===== src/rtl/reg_splitter_pkg.sv =====
// reg_splitter_pkg: shared state encoding, default widths and byte-lane helper
// for the reg_splitter word-to-byte serializer.
package reg_splitter_pkg;

  localparam int DEF_DATA_W = 32;
  localparam int DEF_OUT_W  = 8;

  typedef enum logic [1:0] {
    IDLE = 2'd0,
    SEND = 2'd1,
    GAP  = 2'd2
  } state_t;

  // LSB position of byte slot k when bytes go out MSB first.
  function automatic int byte_lsb(input int nb, input int k, input int out_w);
    return (nb - 1 - k) * out_w;
  endfunction

endpackage


===== src/rtl/reg_splitter_edge.sv =====
// edge_detect_rise: registers the request line and flags a low-to-high change.
// The previous-sample register resets to 0, so a line already high when reset
// releases reads as a rising edge on the first clock.
module edge_detect_rise (
  input  logic clk,
  input  logic rst_n,
  input  logic din,
  output logic rise
);

  logic din_q;

  // Remember the previous sample of the request line.
  always_ff @(posedge clk or negedge rst_n) begin
    if (!rst_n) begin
      din_q <= 1'b0;
    end else begin
      din_q <= din;
    end
  end

  assign rise = din & ~din_q;

endmodule


===== src/rtl/reg_splitter.sv =====
// reg_splitter: captures a DATA_W word on a rising edge of write and emits it
// as DATA_W/OUT_W bytes, MSB first, each qualified by a one-cycle enable.
// Each byte slot lasts HOLD_CYCLES cycles. DATA_W must be a multiple of OUT_W.
// Optional: define REG_SPLITTER_BUSY_EN to add the registered busy output.
module reg_splitter
  import reg_splitter_pkg::*;
#(
  parameter int DATA_W      = DEF_DATA_W,
  parameter int OUT_W       = DEF_OUT_W,
  parameter int HOLD_CYCLES = 1
) (
  input  logic              clk,
  input  logic              rst,
  input  logic              write,
  input  logic [DATA_W-1:0] adcReg,
  output logic              enable,
  output logic [OUT_W-1:0]  register
`ifdef REG_SPLITTER_BUSY_EN
  ,
  output logic              busy
`endif
);

  localparam int NB    = DATA_W / OUT_W;
  localparam int IDX_W = (NB > 1) ? $clog2(NB) : 1;
  localparam int CNT_W = (HOLD_CYCLES > 1) ? $clog2(HOLD_CYCLES) : 1;

  localparam logic [IDX_W-1:0] IDX_LAST  = IDX_W'(NB - 1);
  localparam logic [CNT_W-1:0] HOLD_LAST = CNT_W'((HOLD_CYCLES > 1) ? (HOLD_CYCLES - 2) : 0);

  state_t             state_r;
  state_t             state_nxt_s;
  logic [IDX_W-1:0]   idx_r;
  logic [IDX_W-1:0]   idx_nxt_s;
  logic [CNT_W-1:0]   hold_r;
  logic [CNT_W-1:0]   hold_nxt_s;
  logic [DATA_W-1:0]  shadow_r;
  logic [OUT_W-1:0]   byte_s;
  logic               start_s;

  edge_detect_rise u_edge (
    .clk   (clk),
    .rst_n (rst),
    .din   (write),
    .rise  (start_s)
  );

  // FSM state, byte index and gap counter registers.
  always_ff @(posedge clk or negedge rst) begin
    if (!rst) begin
      state_r <= IDLE;
      idx_r   <= '0;
      hold_r  <= '0;
    end else begin
      state_r <= state_nxt_s;
      idx_r   <= idx_nxt_s;
      hold_r  <= hold_nxt_s;
    end
  end

  // Next-state logic: one SEND cycle per byte, followed by HOLD_CYCLES-1 GAP
  // cycles when slots are wider than one clock. Starts outside IDLE are dropped.
  always_comb begin
    state_nxt_s = state_r;
    idx_nxt_s   = idx_r;
    hold_nxt_s  = hold_r;
    case (state_r)
      IDLE: begin
        if (start_s) begin
          state_nxt_s = SEND;
          idx_nxt_s   = '0;
        end else begin
          state_nxt_s = IDLE;
        end
      end
      SEND: begin
        hold_nxt_s = '0;
        if (HOLD_CYCLES > 1) begin
          state_nxt_s = GAP;
        end else if (idx_r == IDX_LAST) begin
          state_nxt_s = IDLE;
        end else begin
          idx_nxt_s   = idx_r + IDX_W'(1);
          state_nxt_s = SEND;
        end
      end
      GAP: begin
        if (hold_r == HOLD_LAST) begin
          hold_nxt_s = '0;
          if (idx_r == IDX_LAST) begin
            state_nxt_s = IDLE;
          end else begin
            idx_nxt_s   = idx_r + IDX_W'(1);
            state_nxt_s = SEND;
          end
        end else begin
          hold_nxt_s = hold_r + CNT_W'(1);
        end
      end
      default: begin
        state_nxt_s = IDLE;
        idx_nxt_s   = '0;
        hold_nxt_s  = '0;
      end
    endcase
  end

  // Shadow copy of the word, taken only on an accepted start so later input
  // changes cannot disturb a burst in progress.
  always_ff @(posedge clk or negedge rst) begin
    if (!rst) begin
      shadow_r <= '0;
    end else if ((state_r == IDLE) && start_s) begin
      shadow_r <= adcReg;
    end else begin
      shadow_r <= shadow_r;
    end
  end

  // Byte-lane mux: slot idx selects byte NB-1-idx of the shadow word.
  always_comb begin
    byte_s = '0;
    for (int k = 0; k < NB; k++) begin
      if (idx_r == IDX_W'(k)) begin
        byte_s = shadow_r[byte_lsb(NB, k, OUT_W) +: OUT_W];
      end else begin
        byte_s = byte_s;
      end
    end
  end

  // Registered outputs: strobe and byte update in SEND, byte held otherwise.
  always_ff @(posedge clk or negedge rst) begin
    if (!rst) begin
      enable   <= 1'b0;
      register <= '0;
    end else if (state_r == SEND) begin
      enable   <= 1'b1;
      register <= byte_s;
    end else begin
      enable   <= 1'b0;
      register <= register;
    end
  end

`ifdef REG_SPLITTER_BUSY_EN
  // Busy covers every slot of the burst, one edge behind the state register.
  always_ff @(posedge clk or negedge rst) begin
    if (!rst) begin
      busy <= 1'b0;
    end else begin
      busy <= (state_r != IDLE);
    end
  end
`endif

endmodule


===== config.mk =====
export PLATFORM = sky130hd
export DESIGN_NAME = reg_splitter
export DESIGN_NICKNAME = d
export VERILOG_FILES = /design/src/rtl/reg_splitter_pkg.sv /design/src/rtl/reg_splitter_edge.sv /design/src/rtl/reg_splitter.sv
export SDC_FILE = /design/constraint.sdc
export NUM_CORES = 1
export LEC_CHECK = 0
export ABC_AREA = 0
export CAP_MARGIN = 20
export CORE_MARGIN = 4
export CORE_UTILIZATION = 44
export CTS_CLUSTER_DIAMETER = 40
export DETAILED_ROUTE_END_ITERATION = 6
export GPL_TIMING_DRIVEN = 0
export PLACE_DENSITY = 0.71
export SYNTH_ARGS = -nofsm -noshare
export SYNTH_HDL_FRONTEND = slang
export SYNTH_SLANG_ARGS = --single-unit

===== constraint.sdc =====
create_clock -name clk -period 2.6 [get_ports clk]
set_clock_uncertainty 0.2 [all_clocks]
set_input_delay 0.78 -clock clk [delete_from_list [all_inputs] [get_ports clk]]
set_output_delay 0.78 -clock clk [all_outputs]
set_load 0.01 [all_outputs]

Word level (Yosys, flattened, before mapping). Cells that the tools add are included.

Logic and storage cells: 37. Input port bits: 35. Output and inout bits: 9. Register bits: 47.

Reduce and logical (&&, ||, !) cells: 4. Add/subtract/negate cells: 2. Bitwise logic cells: 2. Equal/unequal tests: 7. Multiplexer cells: 15.

Operator list (number): $mux W8 (4); $pmux W2 S3 (2); $mux W2 (4); $eq A2 B2 Y1 const B (3); $eq A2 B1 Y1 const B (2); $logic_not A2 Y1 (2); $mux W1 (4); $ne A2 B2 Y1 const B (2); $add A2 B1 Y2 const B (1); $pmux W1 S2 (1); $reduce_and A2 Y1 (1); $add A1 B1 Y1 const B (1); $and A1 B1 Y1 (1); $logic_and A1 B1 Y1 (1); $not A1 Y1 (1).

Logic depth before layout (Yosys ltp). Gate-level depths: netlist of run 1.

Word-level depth: 5. Mapped depth: 7. Gate-level depth less buffers: 5.

Cells and area by module. Synthesis of run 1 repeated with hierarchy kept, for this count alone.

Cells, all modules: 163. Area total of the unflattened synthesis: 1968.1 um2.

By module, submodules not included: reg_splitter (instances 1, cells each 161, area each 1929.4 um2, seq. area each 1101.1 um2); edge_detect_rise (instances 1, cells each 2, area each 38.8 um2, seq. area each 25.0 um2).

Worst setup path before layout of run 1. No wires, ideal clock.

Path kind: input to register. Start: input port write. End: register shadow_r[16]. Stages: 3. Arrival: 1.562 ns. Setup time: 0.125 ns. Path buffers: 1. Setup slack: 0.713 ns. Required time: 2.275 ns. Path through: nor3b_4 buf_6 mux2_2.

Longest elaborated chain between the ends: 2.

Ends and longest elaborated chain: start: declaration (RTL line reg_splitter.sv:14) `input logic write,`; $and A1 B1 Y1 (RTL line reg_splitter_edge.sv:22) `assign rise = din & ~din_q;`; $logic_and A1 B1 Y1 (RTL line reg_splitter.sv:113) `end else if ((state_r == IDLE) && start_s) begin`; end signal: assignment (RTL line reg_splitter.sv:114) `shadow_r <= adcReg;`; end signal: assignment (RTL line reg_splitter.sv:116) `shadow_r <= shadow_r;`; end: declaration (RTL line reg_splitter.sv:37) `logic [DATA_W-1:0] shadow_r;`.

No other way between the ends. A chain may end at the register's enable or synchronous reset.

Worst setup path after layout of run 1.
Start: input port write. End: register shadow_r[21].

Same word-level chain as after synthesis.

==> flow_summary_export.csv, run 1 <==
group,metric,value,unit
sta,rsz0062_at_grt,"no",
die,die_h,75.1,microns
die,dieArea,5640,sq um
routing,m1WireLength,1.79,mm
sta,max_freq,455,MHz
setup_path,start_kind,"input port",
setup_path,required,2.58,ns
yosys,ys_seq_elements,45,
final_layout,nFillCells,347,
pwr,p_leak,1.08,nW
sta,setup_ws,0.401,ns
routing,via_per_inst,5.23,
routing,met2_length,2.07,mm
setup_path,crit_type,"input port to register",
pwr,ir_drop,415,uV
routing,drcViolationCount,0,
final_layout,drive_above_1_share,0.179,
clocking,cts.repair.resized,0,
global_routing,grt_pass1_vias,1394,
global_routing,grt_max_degree,27,
final_layout,fin_nets,256,
sta,setup_tns,0,ns
die,ioPinCount,44,
routing,vias,1412,
die,start_util,0.455,
yosys,yosysUniqueCellTypes,22,
clocking,clkTransAtPathRegs,0.08,ns
sta,slew_viol_final,0,
global_routing,track_usage,0.161,
die,fp.coreArea,4350,sq um
final_layout,area_delta_synth_final,30.4,%
setup_path,critPathCaptureType,"register",
final_layout,ff_latch_area,1130,sq um
clocking,post-cts-setup-buffers,0,
placed_design,preCtsSetupSlack,0.0708,ns
sta,finalCriticalPeriod,2.20,ns
die,fp.dieW,75.1,microns
yosys,syn_inst,166,
routing,firstDrtPassIters,4,
routing,wl_met3,235,microns
clocking,clock_path_buffers,2,
clocking,htreeDepth,2,
yosys,synth_warnings,0,
yosys,syn_avg_cell_area,11.9,sq um
status,status,"finished clean",
pwr,p_total,2.87,mW
yosys,syn-num-nets,205,
placed_design,dp_hpwl,3.24,mm
placed_design,finalWeightedCongestion,0.772,
sta,setup_violations,0,
clocking,cts-root-buf,"clkbuf_8",
job,drv_cap,0,
clocking,cts_buffers,5,
global_routing,grt_pass1_wl,6.63,mm
pwr,pwr_density_cell,1110,nW/um^2
yosys,ys_seq_area_frac,0.568,
setup_path,cp_data_arrival_time,2.18,ns
clocking,numClockSinks,45,
placed_design,port_buffers,43,
worst_hold_path,hold_path_class,"register to register",
routing,drtIter0Drc,74,
clocking,postCtsHoldBufs,0,
routing,postRouteAntennaNets,0,
sta,hold_viol,0,
clocking,clk_latency,0.30,ns
sta,fin_crit_sh,0.846,
final_layout,n_antenna_cell,0,
sta,tightestPinTransition,0.493,ns
routing,top_layer_used,"met4",
routing,wl_per_cell,15.5,microns
die,rows,24,
routing,drt_wl_total,4.19,mm
yosys,synth_area,1980,sq um
global_routing,gr-total-overflow,0,
final_layout,multi_input_area,732,sq um
sta,hold_slack,0.206,ns
global_routing,antenna_found_initial,0,
setup_path,cp_max_fo,10,
clocking,cts_tree,"done",
sta,max_slew_margin,0.672,
==> power breakdown <==
group | leakage (nW) | internal [mW] | switching [mW]
clock network | 0.0385 | 0.190 | 0.223
logic | 0.511 | 0.655 | 0.553
registers | 0.534 | 1.05 | 0.197
==> cells in the final DEF (no fill, tap or decap), types with 2 or more instances in the layout <==
master           count
a221o_1              8
ha_1                 4
a31oi_1              8
buf_2                3
dfrtp_1             45
nand2b_1             2
mux2_2              22
o21ai_0              8
nand3b_1             8
mux2_1               2
nor2_1               8
clkbuf_1             5
clkbuf_8             5
nand2_1             17
clkdlybuf4s50_1     42
a21oi_1              8
buf_6                4
inv_1               11
==> worst max-delay path: stages <==
cell and delay (ns):
clkdlybuf4s50_1 0.48, nor3b_4 0.36, buf_6 0.21, mux2_2 0.35
==> cell usage after synthesis <==
master | instances | area [sq um]
mux2i_1 | 1 | 10.0
mux2_2 | 22 | 248
nand2_1 | 17 | 63.8
clkbuf_1 | 3 | 11.3
nand3b_1 | 8 | 60.1
mux2_1 | 2 | 22.5
buf_4 | 1 | 7.51
nor2_1 | 8 | 30.0
a21oi_1 | 8 | 40.0
buf_1 | 1 | 3.75
nor3b_4 | 1 | 18.8
clkbuf_2 | 1 | 5.00
inv_1 | 11 | 41.3
buf_2 | 2 | 10.0
o21ai_0 | 8 | 40.0
buf_6 | 4 | 45.0
ha_1 | 4 | 50.1
o22ai_1 | 1 | 6.26
a221o_1 | 8 | 80.1
nand2b_1 | 2 | 12.5
a31oi_1 | 8 | 50.1
dfrtp_1 | 45 | 1130
==> layer usage <==
metal  vias to the layer above  track usage
li1                        678            -
met2                        39        0.261
met4                         0       0.0870
met3                         9       0.0320
met5                         -            0
met1                       686        0.203
==> stage by stage <==
step | util | cells | instance area, sq um
3_3_place_gp | 0.569 | 261 | 2480
2_1_floorplan | - | 166 | 1980
5_1_grt | 0.593 | 270 | 2580
6_report | 0.593 | 270 | 2580
4_1_cts | 0.593 | 270 | 2580
3_5_place_dp | 0.574 | 262 | 2500
==> path summary, 6_finish.rpt <==
check / start / endpoint / slack [ns] / cells past startpoint
max: write / shadow_r[21] / 0.40 / 4
min: state_r[0] / enable / 0.21 / 0
max reg2reg: idx_r[0] / register[6] / 0.74 / 5
min reg2reg: state_r[0] / enable / 0.21 / 0
max in group asynchronous: rst / shadow_r[5] / 1.48 / 2
min in group asynchronous: rst / idx_r[1] / 0.23 / 1
==> sequential cells by signal, indices dropped and copies added (netlist names) <==
register / flops
u_edge.din_q: 1
shadow_r: 32
register: 8
enable: 1
state_r: 1
idx_r: 2
==> kinds of logic (layout without fill, tap and decap cells) <==
logic type / count (synthesis) / in the layout / share of synthesized area
compound gates: 33 / 33 / 0.109
fa+ha+maj: 4 / 4 / 0.0253
buf+inv: 23 / 75 / 0.0625
flops: 45 / 45 / 0.568
mux: 25 / 25 / 0.141
simple gates: 36 / 36 / 0.0934
==> cell type report <==
type | instances | share of cell area
Buffer | 12 | 0.0320
Clock buffer | 7 | 0.0295
Clock inverter | 1 | 0.00291
Inverter | 11 | 0.0160
Multi-Input combinational cell | 98 | 0.283
Sequential cell | 45 | 0.436
Tap cell | 52 | 0.0252
Timing Repair Buffer | 44 | 0.175
No activity file was read; power rests on OpenSTA's default activity.
==> inputs of run 2 (changes only) <==
==> constraint.sdc (replaced) <==
create_clock -name clk -period 2.1 [get_ports clk]
set_clock_uncertainty 0.2 [all_clocks]
set_input_delay 0.63 -clock clk [delete_from_list [all_inputs] [get_ports clk]]
set_output_delay 0.63 -clock clk [all_outputs]
set_load 0.01 [all_outputs]
==> run 2 against run 1 <==
Compared with the run above: die area did not move; register-to-register slack lost 0.50 ns; largest cell class unchanged; largest power group unchanged; highest routed layer unchanged; total power is 24% higher; count of clock-buffer cells in the layout is the same; final area rose by 0.58%; critical endpoint is now register[0]; flip-flop and latch count did not move.
==> flow_summary_export.csv, run 2 (same netlist as run 1, synthesis figures left out) <==
group,metric,value,unit
pwr,pwr_density_cell,1370,nW/um^2
setup_path,crit_family,"buffers and inverters",
placed_design,port_buffers,43,
sta,finalCriticalPeriod,2.04,ns
routing,vias,1414,
setup_path,cp_data_arrival_time,1.21,ns
pwr,p_seq_frac,0.434,
job,drv_cap,0,
final_layout,drive_above_1_share,0.186,
sta,max_freq,489,MHz
die,ioPinCount,44,
setup_path,critPathCaptureType,"primary output",
global_routing,grt_max_degree,27,
final_layout,final_common_cell,"dfrtp_1",
die,rows,24,
routing,via_per_inst,5.20,
final_layout,final_core_util,0.597,
sta,fin_crit_sh,0.974,
final_layout,area_delta_synth_final,31.1,%
final_layout,fin_nets,258,
routing,drt_wl_total,4.21,mm
clocking,htreeDepth,2,
global_routing,grt_pass1_wl,6.63,mm
final_layout,top_regs,"shadow_r x32, register x8, idx_r x2",
clocking,clkTransAtPathRegs,0.08,ns
sta,max_slew_margin,0.671,
die,fp.dieW,75.1,microns
clocking,clk_latency,0.30,ns
clocking,cts-root-buf,"clkbuf_8",
die,dieArea,5640,sq um
sta,setup_tns,0,ns
final_layout,n_antenna_cell,0,
setup_path,required,1.27,ns
final_layout,top_register,"shadow_r",
final_layout,largest_reg_flops,32,
setup_path,cp_num_buf_inv,1,
sta,slew_viol_final,0,
routing,firstDrtPassIters,4,
sta,hold_viol,0,
pwr,internal_power,2.36,mW
routing,postRouteAntennaNets,0,
setup_path,cp_slowest_cell,"clkdlybuf4s50_1",
worst_hold_path,hold_path_class,"input port to asynchronous set/reset pin",
sta,hold_slack,0.0854,ns
setup_path,crit_type,"register to primary output",
pwr,comb_power_share,0.423,
pwr,pwr-share-clk,0.144,
sta,setup_violations,0,
global_routing,gr-total-overflow,0,
pwr,p_leak,1.09,nW
global_routing,grt_pass1_vias,1394,
setup_path,cp_num_cells,1,
setup_path,path_cells,"clkdlybuf4s50_1",
status,status,"finished clean",
setup_path,rr_worst_depth,5,
clocking,numClockSinks,45,
clocking,cts_buffers,5,
die,start_util,0.455,
pwr,ir_drop,514,uV
placed_design,finalWeightedCongestion,0.772,
setup_path,start_kind,"register",
clocking,cts_tree,"done",
pwr,p_total,3.56,mW
routing,wl_per_cell,15.5,microns
routing,drtIter0Drc,63,
final_layout,final_cell_mix,"45 x dfrtp_1, 42 x clkdlybuf4s50_1, 22 x mux2_2",
final_layout,final_cells,272,
setup_path,cp_max_fo,2,
clocking,clock_path_buffers,2,
sta,tightestPinTransition,0.494,ns
global_routing,antenna_found_initial,0,
pwr,switchingPower,1.21,mW
die,die_h,75.1,microns
routing,drcViolationCount,0,
placed_design,dp_hpwl,3.24,mm
placed_design,dp.cells,262,
setup_path,critPathMaxStageDelay,0.55,ns
sta,rsz0062_at_grt,"no",
pwr,switching_share,0.339,
clocking,cts.repair.resized,0,
global_routing,track_usage,0.161,
die,fp.coreArea,4350,sq um
[run 2: cell types whose count changed in the layout (fill, tap and decap cells not counted), sizes merged]
cell,delta
buf,+2
[run 2: power by group through the flow]
stage,Clock (mW),Combinational (mW),Sequential [mW]
after floorplan,0,0.987,1.52
after global placement,0,1.45,1.53
after detailed placement,0,1.51,1.56
after CTS,0.532,1.52,1.55
after global routing,0.568,1.68,1.59
final,0.512,1.51,1.55
[run 2: cell type report]
| cell class | count | area (sq um) |
|---|---|---|
| Multi-Input combinational cell | 98 | 732 |
| Buffer | 12 | 82.6 |
| Timing Repair Buffer | 46 | 468 |
| Tap cell | 52 | 65.1 |
| Clock buffer | 7 | 76.3 |
| Fill cell | 347 | 1760 |
| Sequential cell | 45 | 1130 |
| Clock inverter | 1 | 7.51 |
| Inverter | 11 | 41.3 |
[run 2: final timing paths]
kind	startpoint	endpoint	slack [ns]
max	register[0]	register[0]	0.06
max in group asynchronous	rst	shadow_r[5]	1.12
min in group clk	state_r[0]	enable	0.21
min reg2reg	state_r[0]	enable	0.21
max reg2reg	idx_r[0]	register[6]	0.24
min	rst	idx_r[1]	0.09
[run 2: worst reg2reg max path, delay by kind of cell (launching register included)]
kind,cells,cell delay [ns]
buffers and inverters,2,0.67
AOI/OAI and AO/OA,2,0.27
adders and majority gates,1,0.16
DFF,1,0.42
[run 2: what timing repair did]
item,4_1_cts,5_1_grt
endpoints found under the hold margin,0,0
hold buffers,0,0
setup buffers,0,2
endpoints found under the setup margin,0,23
[run 2: per-stage QoR]
step                      cell area (sq um)  setup WS (ns)
after floorplan                        1980          0.363
after global placement                 2480         -0.881
after detailed placement               2500         -0.279
after CTS                              2580         0.0363
after global routing                   2600         0.0129
final                                  2600         0.0553
[run 2: layer usage]
layer,track usage,vias up,wire length [microns]
li1,-,683,-
met1,0.203,683,1820
met2,0.261,39,2060
met4,0.0870,0,93
met5,0,-,0
met3,0.0320,9,235
